**config.mk**
```make
export PLATFORM = sky130hd
export DESIGN_NAME = dmem_arbiter_flat
export DESIGN_NICKNAME = d
export VERILOG_FILES = /design/src/rtl/dmem_arbiter_if.sv /design/src/rtl/dmem_arbiter.sv /design/src/flat_wrapper.sv
export SDC_FILE = /design/constraint.sdc
export NUM_CORES = 1
export LEC_CHECK = 0
export BUFFER_PORTS_ARGS = -buffer_cell sky130_fd_sc_hd__buf_2
export CELL_PAD_IN_SITES_DETAIL_PLACEMENT = 0
export CELL_PAD_IN_SITES_GLOBAL_PLACEMENT = 1
export CORE_MARGIN = 4
export CORE_UTILIZATION = 31
export CTS_BUF_LIST = sky130_fd_sc_hd__clkbuf_8
export DETAILED_ROUTE_END_ITERATION = 10
export PLACE_DENSITY = 0.88
export SLEW_MARGIN = 5
export SYNTH_ARGS = -nofsm -noshare
export SYNTH_HDL_FRONTEND = slang
export SYNTH_SLANG_ARGS = --single-unit
```
**constraint.sdc**
```tcl
create_clock -name CLK -period 7.1 [get_ports CLK]
set_input_delay 1.42 -clock CLK [delete_from_list [all_inputs] [get_ports CLK]]
set_output_delay 1.42 -clock CLK [all_outputs]
set_load 0.01 [all_outputs]
```
**src/rtl/dmem_arbiter_if.sv**
```systemverilog
// Bus bundle for the data-RAM arbiter: CPU and DMA requester ports, the RAM
// array port and the end-of-program dump port.
interface dmem_arbiter_if #(
    parameter int AW = 9
);
    logic          StopM;
    logic          CpuReq;
    logic          CpuWE;
    logic [31:0]   CpuAddr;
    logic [31:0]   CpuWD;
    logic          CpuStall;
    logic [31:0]   CpuRData;
    logic          CpuRValid;
    logic          DmaReq;
    logic          DmaWE;
    logic [31:0]   DmaAddr;
    logic [31:0]   DmaWD;
    logic          DmaGnt;
    logic [31:0]   DmaRData;
    logic          DmaRValid;
    logic          RamWE;
    logic [AW-1:0] RamAddr;
    logic [31:0]   RamWD;
    logic [31:0]   RamRD;
    logic          DumpValid;
    logic [AW-1:0] DumpAddr;
    logic [31:0]   DumpData;
    logic          DumpDone;
    logic          AddrErr;

    modport slave (
        input  StopM, CpuReq, CpuWE, CpuAddr, CpuWD,
        input  DmaReq, DmaWE, DmaAddr, DmaWD, RamRD,
        output CpuStall, CpuRData, CpuRValid,
        output DmaGnt, DmaRData, DmaRValid,
        output RamWE, RamAddr, RamWD,
        output DumpValid, DumpAddr, DumpData, DumpDone, AddrErr
    );

    modport master (
        output StopM, CpuReq, CpuWE, CpuAddr, CpuWD,
        output DmaReq, DmaWE, DmaAddr, DmaWD, RamRD,
        input  CpuStall, CpuRData, CpuRValid,
        input  DmaGnt, DmaRData, DmaRValid,
        input  RamWE, RamAddr, RamWD,
        input  DumpValid, DumpAddr, DumpData, DumpDone, AddrErr
    );
endinterface

```
**src/rtl/dmem_arbiter.sv**
```systemverilog
// Single-port data-RAM controller: round-robin CPU/DMA arbitration with a
// registered read return, and an end-of-program drain + full RAM dump sequencer.
module dmem_arbiter #(
    parameter int DEPTH = 512,
    parameter int AW    = 9
) (
    input  logic          CLK,
    input  logic          RST,
    dmem_arbiter_if.slave bus
);

    typedef enum logic [1:0] {ST_RUN, ST_DRAIN, ST_DUMP, ST_DONE} state_e;

    state_e        state_q, state_d;
    logic          rr_q, rr_d;              // 1: DMA wins the next tie
    logic          rd_pend_q, rd_pend_d;
    logic          rd_dma_q, rd_dma_d;
    logic          rd_ill_q, rd_ill_d;
    logic [31:0]   cpu_rdata_q, cpu_rdata_d;
    logic [31:0]   dma_rdata_q, dma_rdata_d;
    logic [AW-1:0] dump_cnt_q, dump_cnt_d;
    logic [AW-1:0] dump_addr_q, dump_addr_d;
    logic          dump_vld_q, dump_vld_d;
    logic          done_q, done_d;
    logic          err_q, err_d;

    logic          cpu_grant, dma_grant, any_grant;
    logic          g_we, g_ill;
    logic [31:0]   g_addr, g_wd, rd_data;
    logic          ram_we;
    logic [AW-1:0] ram_addr;
    logic          cpu_rvalid, dma_rvalid;
    logic [31:0]   cpu_rdata, dma_rdata;

    function automatic logic addr_illegal(input logic [31:0] a);
        return (a[1:0] != 2'b00) || (|a[31:AW+2]);
    endfunction

    always_comb begin
        cpu_grant = 1'b0;
        dma_grant = 1'b0;
        if (state_q == ST_RUN && !bus.StopM) begin
            if (bus.CpuReq && (!bus.DmaReq || !rr_q))
                cpu_grant = 1'b1;
            else if (bus.DmaReq)
                dma_grant = 1'b1;
        end
        any_grant = cpu_grant | dma_grant;

        g_we   = cpu_grant ? bus.CpuWE   : bus.DmaWE;
        g_addr = cpu_grant ? bus.CpuAddr : bus.DmaAddr;
        g_wd   = cpu_grant ? bus.CpuWD   : bus.DmaWD;
        g_ill  = addr_illegal(g_addr);

        // Illegal accesses are consumed silently: no RAM strobe, address parked at 0.
        ram_we   = any_grant & g_we & ~g_ill;
        ram_addr = '0;
        if (state_q == ST_DUMP)
            ram_addr = dump_cnt_q;
        else if (any_grant && !g_ill)
            ram_addr = g_addr[AW+1:2];

        rd_data    = rd_ill_q ? 32'h0 : bus.RamRD;
        cpu_rvalid = rd_pend_q & ~rd_dma_q;
        dma_rvalid = rd_pend_q &  rd_dma_q;
        cpu_rdata  = cpu_rvalid ? rd_data : cpu_rdata_q;
        dma_rdata  = dma_rvalid ? rd_data : dma_rdata_q;

        rd_pend_d   = any_grant & ~g_we;
        rd_dma_d    = dma_grant;
        rd_ill_d    = g_ill;
        rr_d        = cpu_grant ? 1'b1 : (dma_grant ? 1'b0 : rr_q);
        err_d       = err_q | (any_grant & g_ill);
        cpu_rdata_d = cpu_rdata;
        dma_rdata_d = dma_rdata;

        state_d     = state_q;
        dump_cnt_d  = dump_cnt_q;
        dump_addr_d = dump_addr_q;
        dump_vld_d  = 1'b0;
        done_d      = done_q | ((state_q == ST_DONE) & dump_vld_q);

        case (state_q)
            ST_RUN:   if (bus.StopM) state_d = ST_DRAIN;
            ST_DRAIN: state_d = ST_DUMP;
            ST_DUMP: begin
                dump_vld_d  = 1'b1;
                dump_addr_d = dump_cnt_q;
                dump_cnt_d  = dump_cnt_q + 1'b1;
                if (dump_cnt_q == AW'(DEPTH - 1))
                    state_d = ST_DONE;
            end
            default:  state_d = ST_DONE;
        endcase
    end

    always_ff @(posedge CLK) begin
        if (RST) begin
            state_q     <= ST_RUN;
            rr_q        <= 1'b0;
            rd_pend_q   <= 1'b0;
            rd_dma_q    <= 1'b0;
            rd_ill_q    <= 1'b0;
            cpu_rdata_q <= '0;
            dma_rdata_q <= '0;
            dump_cnt_q  <= '0;
            dump_addr_q <= '0;
            dump_vld_q  <= 1'b0;
            done_q      <= 1'b0;
            err_q       <= 1'b0;
        end else begin
            state_q     <= state_d;
            rr_q        <= rr_d;
            rd_pend_q   <= rd_pend_d;
            rd_dma_q    <= rd_dma_d;
            rd_ill_q    <= rd_ill_d;
            cpu_rdata_q <= cpu_rdata_d;
            dma_rdata_q <= dma_rdata_d;
            dump_cnt_q  <= dump_cnt_d;
            dump_addr_q <= dump_addr_d;
            dump_vld_q  <= dump_vld_d;
            done_q      <= done_d;
            err_q       <= err_d;
        end
    end

    assign bus.CpuStall  = bus.CpuReq & ~cpu_grant;
    assign bus.DmaGnt    = dma_grant;
    assign bus.CpuRValid = cpu_rvalid;
    assign bus.CpuRData  = cpu_rdata;
    assign bus.DmaRValid = dma_rvalid;
    assign bus.DmaRData  = dma_rdata;
    assign bus.RamWE     = ram_we;
    assign bus.RamAddr   = ram_addr;
    assign bus.RamWD     = ram_we ? g_wd : 32'h0;
    assign bus.DumpValid = dump_vld_q;
    assign bus.DumpAddr  = dump_addr_q;
    assign bus.DumpData  = dump_vld_q ? bus.RamRD : 32'h0;
    assign bus.DumpDone  = done_q;
    assign bus.AddrErr   = err_q;

endmodule
```
**src/flat_wrapper.sv**
```systemverilog
// flat-port wrapper written by rule: the top's interface ports become plain ports
module dmem_arbiter_flat 
#(
    parameter int DEPTH = 512,
    parameter int AW    = 9
)
  (CLK, RST, bus_StopM, bus_CpuReq, bus_CpuWE, bus_CpuAddr, bus_CpuWD, bus_DmaReq, bus_DmaWE, bus_DmaAddr, bus_DmaWD, bus_RamRD, bus_CpuStall, bus_CpuRData, bus_CpuRValid, bus_DmaGnt, bus_DmaRData, bus_DmaRValid, bus_RamWE, bus_RamAddr, bus_RamWD, bus_DumpValid, bus_DumpAddr, bus_DumpData, bus_DumpDone, bus_AddrErr);
  dmem_arbiter_if #(.AW(AW)) bus_i ();
  input  logic CLK;
  input  logic RST;
  input wire logic [$bits(bus_i.StopM)-1:0] bus_StopM;
  input wire logic [$bits(bus_i.CpuReq)-1:0] bus_CpuReq;
  input wire logic [$bits(bus_i.CpuWE)-1:0] bus_CpuWE;
  input wire logic [$bits(bus_i.CpuAddr)-1:0] bus_CpuAddr;
  input wire logic [$bits(bus_i.CpuWD)-1:0] bus_CpuWD;
  input wire logic [$bits(bus_i.DmaReq)-1:0] bus_DmaReq;
  input wire logic [$bits(bus_i.DmaWE)-1:0] bus_DmaWE;
  input wire logic [$bits(bus_i.DmaAddr)-1:0] bus_DmaAddr;
  input wire logic [$bits(bus_i.DmaWD)-1:0] bus_DmaWD;
  input wire logic [$bits(bus_i.RamRD)-1:0] bus_RamRD;
  output wire logic [$bits(bus_i.CpuStall)-1:0] bus_CpuStall;
  output wire logic [$bits(bus_i.CpuRData)-1:0] bus_CpuRData;
  output wire logic [$bits(bus_i.CpuRValid)-1:0] bus_CpuRValid;
  output wire logic [$bits(bus_i.DmaGnt)-1:0] bus_DmaGnt;
  output wire logic [$bits(bus_i.DmaRData)-1:0] bus_DmaRData;
  output wire logic [$bits(bus_i.DmaRValid)-1:0] bus_DmaRValid;
  output wire logic [$bits(bus_i.RamWE)-1:0] bus_RamWE;
  output wire logic [$bits(bus_i.RamAddr)-1:0] bus_RamAddr;
  output wire logic [$bits(bus_i.RamWD)-1:0] bus_RamWD;
  output wire logic [$bits(bus_i.DumpValid)-1:0] bus_DumpValid;
  output wire logic [$bits(bus_i.DumpAddr)-1:0] bus_DumpAddr;
  output wire logic [$bits(bus_i.DumpData)-1:0] bus_DumpData;
  output wire logic [$bits(bus_i.DumpDone)-1:0] bus_DumpDone;
  output wire logic [$bits(bus_i.AddrErr)-1:0] bus_AddrErr;
  assign bus_i.StopM = bus_StopM;
  assign bus_i.CpuReq = bus_CpuReq;
  assign bus_i.CpuWE = bus_CpuWE;
  assign bus_i.CpuAddr = bus_CpuAddr;
  assign bus_i.CpuWD = bus_CpuWD;
  assign bus_i.DmaReq = bus_DmaReq;
  assign bus_i.DmaWE = bus_DmaWE;
  assign bus_i.DmaAddr = bus_DmaAddr;
  assign bus_i.DmaWD = bus_DmaWD;
  assign bus_i.RamRD = bus_RamRD;
  assign bus_CpuStall = bus_i.CpuStall;
  assign bus_CpuRData = bus_i.CpuRData;
  assign bus_CpuRValid = bus_i.CpuRValid;
  assign bus_DmaGnt = bus_i.DmaGnt;
  assign bus_DmaRData = bus_i.DmaRData;
  assign bus_DmaRValid = bus_i.DmaRValid;
  assign bus_RamWE = bus_i.RamWE;
  assign bus_RamAddr = bus_i.RamAddr;
  assign bus_RamWD = bus_i.RamWD;
  assign bus_DumpValid = bus_i.DumpValid;
  assign bus_DumpAddr = bus_i.DumpAddr;
  assign bus_DumpData = bus_i.DumpData;
  assign bus_DumpDone = bus_i.DumpDone;
  assign bus_AddrErr = bus_i.AddrErr;
  dmem_arbiter #(.DEPTH(DEPTH), .AW(AW)) u_core (.CLK(CLK), .RST(RST), .bus(bus_i));
endmodule
```
==> flow_summary.json <==
{
  "grt_max_degree": 66,
  "worstPathCellList": "buf_2 -> or4_1 -> a211o_1 -> o22a_2 -> o31ai_1 -> buf_2",
  "cts_buffer_depth": 2,
  "worstMarginPinSlew_ns": 1.05,
  "h-tree-depth": 3,
  "path_max_fanout": 42,
  "rsz0062_at_grt": "false",
  "cts_tree": "built",
  "setup_tns_ns": 0,
  "coreArea_sq_mm": 0.0145,
  "critPathBufInv": 2,
  "finalClockSkew_ns": 0.00879,
  "io_pins": 321,
  "p_leak_nw": 3.38,
  "drt_pre_antenna_iters": 4,
  "drv_slew": 0,
  "start_kind": "input pin",
  "via_count": 4987,
  "synthToLayoutAreaGrowth_pct": 41.2,
  "final_common_cell": "buf_2",
  "maxCapViolCount": 0,
  "grt_pass1_wl_microns": 24600,
  "cp_slowest_stage_delay_ns": 0.52,
  "postCtsSetupBuffers": 0,
  "grt_antenna_before_repair": 0,
  "ys_ff_latch": 91,
  "clk_pin_slew_ns": 0.09,
  "min_period_over_period": 0.677,
  "drt_iter0_drc": 236,
  "syn_nets": 755,
  "grt_usage": 0.188,
  "place_ws_ns": 2.30,
  "cts.repair.resized": 0,
  "hold_violations": 0,
  "initial_core_util": 0.317,
  "setup_viol": 0,
  "slew_headroom": 0.295,
  "cts_sinks": 91,
  "drt_wl_total_microns": 17200,
  "fill_cells": 1524,
  "ff2ff_setup_slack_ns": 5.10,
  "setup_ws_ns": 2.30,
  "cts_hold_buf": 0,
  "portBuffers": 320,
  "final_cell_mix": "buf_2 (320), nand2_1 (91), dfxtp_1 (91), o21ai_0 (66), nor2b_1 (66)",
  "final_layout_size_suffix_gt1_frac": 0.392,
  "die_h_microns": 130,
  "critPathTopFamily": "compound AO/OA/AOI/OAI gates",
  "fin_nets": 1046,
  "fin_crit_ns": 4.80,
  "worstPathRequired_ns": 5.68,
  "die_w_microns": 130,
  "dp_hpwl_microns": 13700,
  "layout.area.seq_sq_mm": 0.00182,
  "holdWs_ns": 0.456,
  "worstSkewPairLatency_ns": 0.35,
  "ant_nets": 0,
  "vias_per_cell": 4.67,
  "multiInputGateArea_sq_mm": 0.00261,
  "cts_buffers": 9,
  "power_density_mw_per_mm2": 161,
  "status": "complete, no violations",
  "clk_root_buffer_cell": "clkbuf_8",
  "ys_seq_area_frac": 0.395,
  "synth_area_per_cell_sq_um": 7.87,
  "synth_area_sq_mm": 0.00461,
  "grt_pass1_vias": 4510,
  "ys_warn_count": 0,
  "drc": 0,
  "cpMostUsedCell": "buf_2",
  "setup.worst_path.class": "input pin to primary output",
  "wl_per_cell_microns": 16.1,
  "gr-total-overflow": 0,
  "cp.arrival_ns": 3.38,
  "yosysUniqueCellTypes": 36,
  "final_util": 0.448,
  "rows": 44,
  "hold_class": "flip-flop to flip-flop",
  "die_area_sq_mm": 0.0169,
  "max_freq_mhz": 208,
  "max-vdd-ir-drop_uv": 76.2,
  "crit_path_end_kind": "primary output",
  "routabilityCongestion": 0.873,
  "cpMaxStageDelayCell": "or4_1",
  "synthCells": 586
}
-- synth_stat cells, drive strengths merged --
cell type | number | area share
nor3 | 37 | 0.041
nor2b | 66 | 0.090
a21boi | 1 | 0.0016
nor4 | 8 | 0.011
nand2b | 35 | 0.047
xor2 | 2 | 0.0038
nand3b | 1 | 0.0016
o21ai | 67 | 0.073
ha | 2 | 0.0054
inv | 3 | 0.0024
mux2i | 41 | 0.089
o22a | 2 | 0.0041
buf | 9 | 0.011
dfxtp | 91 | 0.39
or4 | 2 | 0.0033
xnor2 | 3 | 0.0057
and3 | 1 | 0.0014
nand2 | 93 | 0.076
a32oi | 1 | 0.0019
nand3 | 2 | 0.0022
clkbuf | 35 | 0.028
o22ai | 2 | 0.0027
or3 | 2 | 0.0027
o31ai | 10 | 0.016
a21oi | 14 | 0.015
nand4 | 5 | 0.0068
and2 | 33 | 0.045
nor2 | 15 | 0.012
a31oi | 1 | 0.0014
a21bo | 1 | 0.0022
a211o | 1 | 0.0019
-- per-layer routing --
metal	GRT usage	part of all wire	vias up
li1	-	-	2553
met1	0.226	0.40	2216
met2	0.342	0.51	203
met3	0.0422	0.079	15
met4	0.0440	0.010	0
met5	0	0	-
-- power by group --
part	switching [W]	internal, W
sequential	0.00000971	0.000517
clock	0.000186	0.000173
combinational	0.0000874	0.0000750
total	0.000283	0.000766
-- cells by family (layout without fill, tap and decap cells) --
logic type               count (synthesis)  in the layout  share of synthesized area
AO/OA/AOI/OAI                          100            100                      0.120
XOR/XNOR                                 5              5                    0.00949
adder cells (fa/ha/maj)                  2              2                    0.00542
buffers and inverters                   47            343                     0.0418
flip-flops                              91             91                      0.395
multiplexers                            41             41                     0.0890
other                                    0              1                          0
AND/OR/NAND/NOR                        300            300                      0.340
-- path summary, 6_finish.rpt --
path                               start                     end  depth (start not counted)
setup / recovery         bus_DmaAddr[15]          bus_RamAddr[3]                          6
hold / removal    u_core.bus.DumpAddr[2]  u_core.bus.DumpAddr[2]                          2
setup reg to reg       u_core.state_q[1]        u_core.rd_pend_q                          5
hold reg to reg   u_core.bus.DumpAddr[2]  u_core.bus.DumpAddr[2]                          2
-- state kept, by name, indices dropped and copies added, names as in the netlist --
| register | cells |
|---|---|
| u_core.bus.AddrErr | 1 |
| u_core.bus.DumpAddr | 9 |
| u_core.bus.DumpDone | 1 |
| u_core.bus.DumpValid | 1 |
| u_core.cpu_rdata_q | 32 |
| u_core.dma_rdata_q | 32 |
| u_core.dump_cnt_q | 9 |
| u_core.rd_dma_q | 1 |
| u_core.rd_ill_q | 1 |
| u_core.rd_pend_q | 1 |
| u_core.rr_q | 1 |
| u_core.state_q | 2 |
-- worst min-delay path: cells and delay by family (launching register included) --
family / cells / cell delay (ns)
flip-flops: 1 / 0.31
AO/OA/AOI/OAI: 1 / 0.05
AND/OR/NAND/NOR: 1 / 0.05
-- through the flow --
stage	std cells	total power [W]	cell area [sq um]
floorplan	586	0.000618	4610
global placement	1050	0.000704	6310
detailed placement	1050	0.000704	6310
global route	1066	0.00111	6510
CTS	1066	0.00106	6510
finish	1067	0.00105	6510
-- cell type report --
class / instances / share of cell area
well taps: 184 / 0.0354
clock inverters: 6 / 0.00980
clock buffers: 10 / 0.0211
multi-input cells: 448 / 0.401
diodes: 1 / 0.000384
inverters: 3 / 0.00173
repair buffers: 324 / 0.251
flip-flops and latches: 91 / 0.280
(Power assumes the default switching activity.)
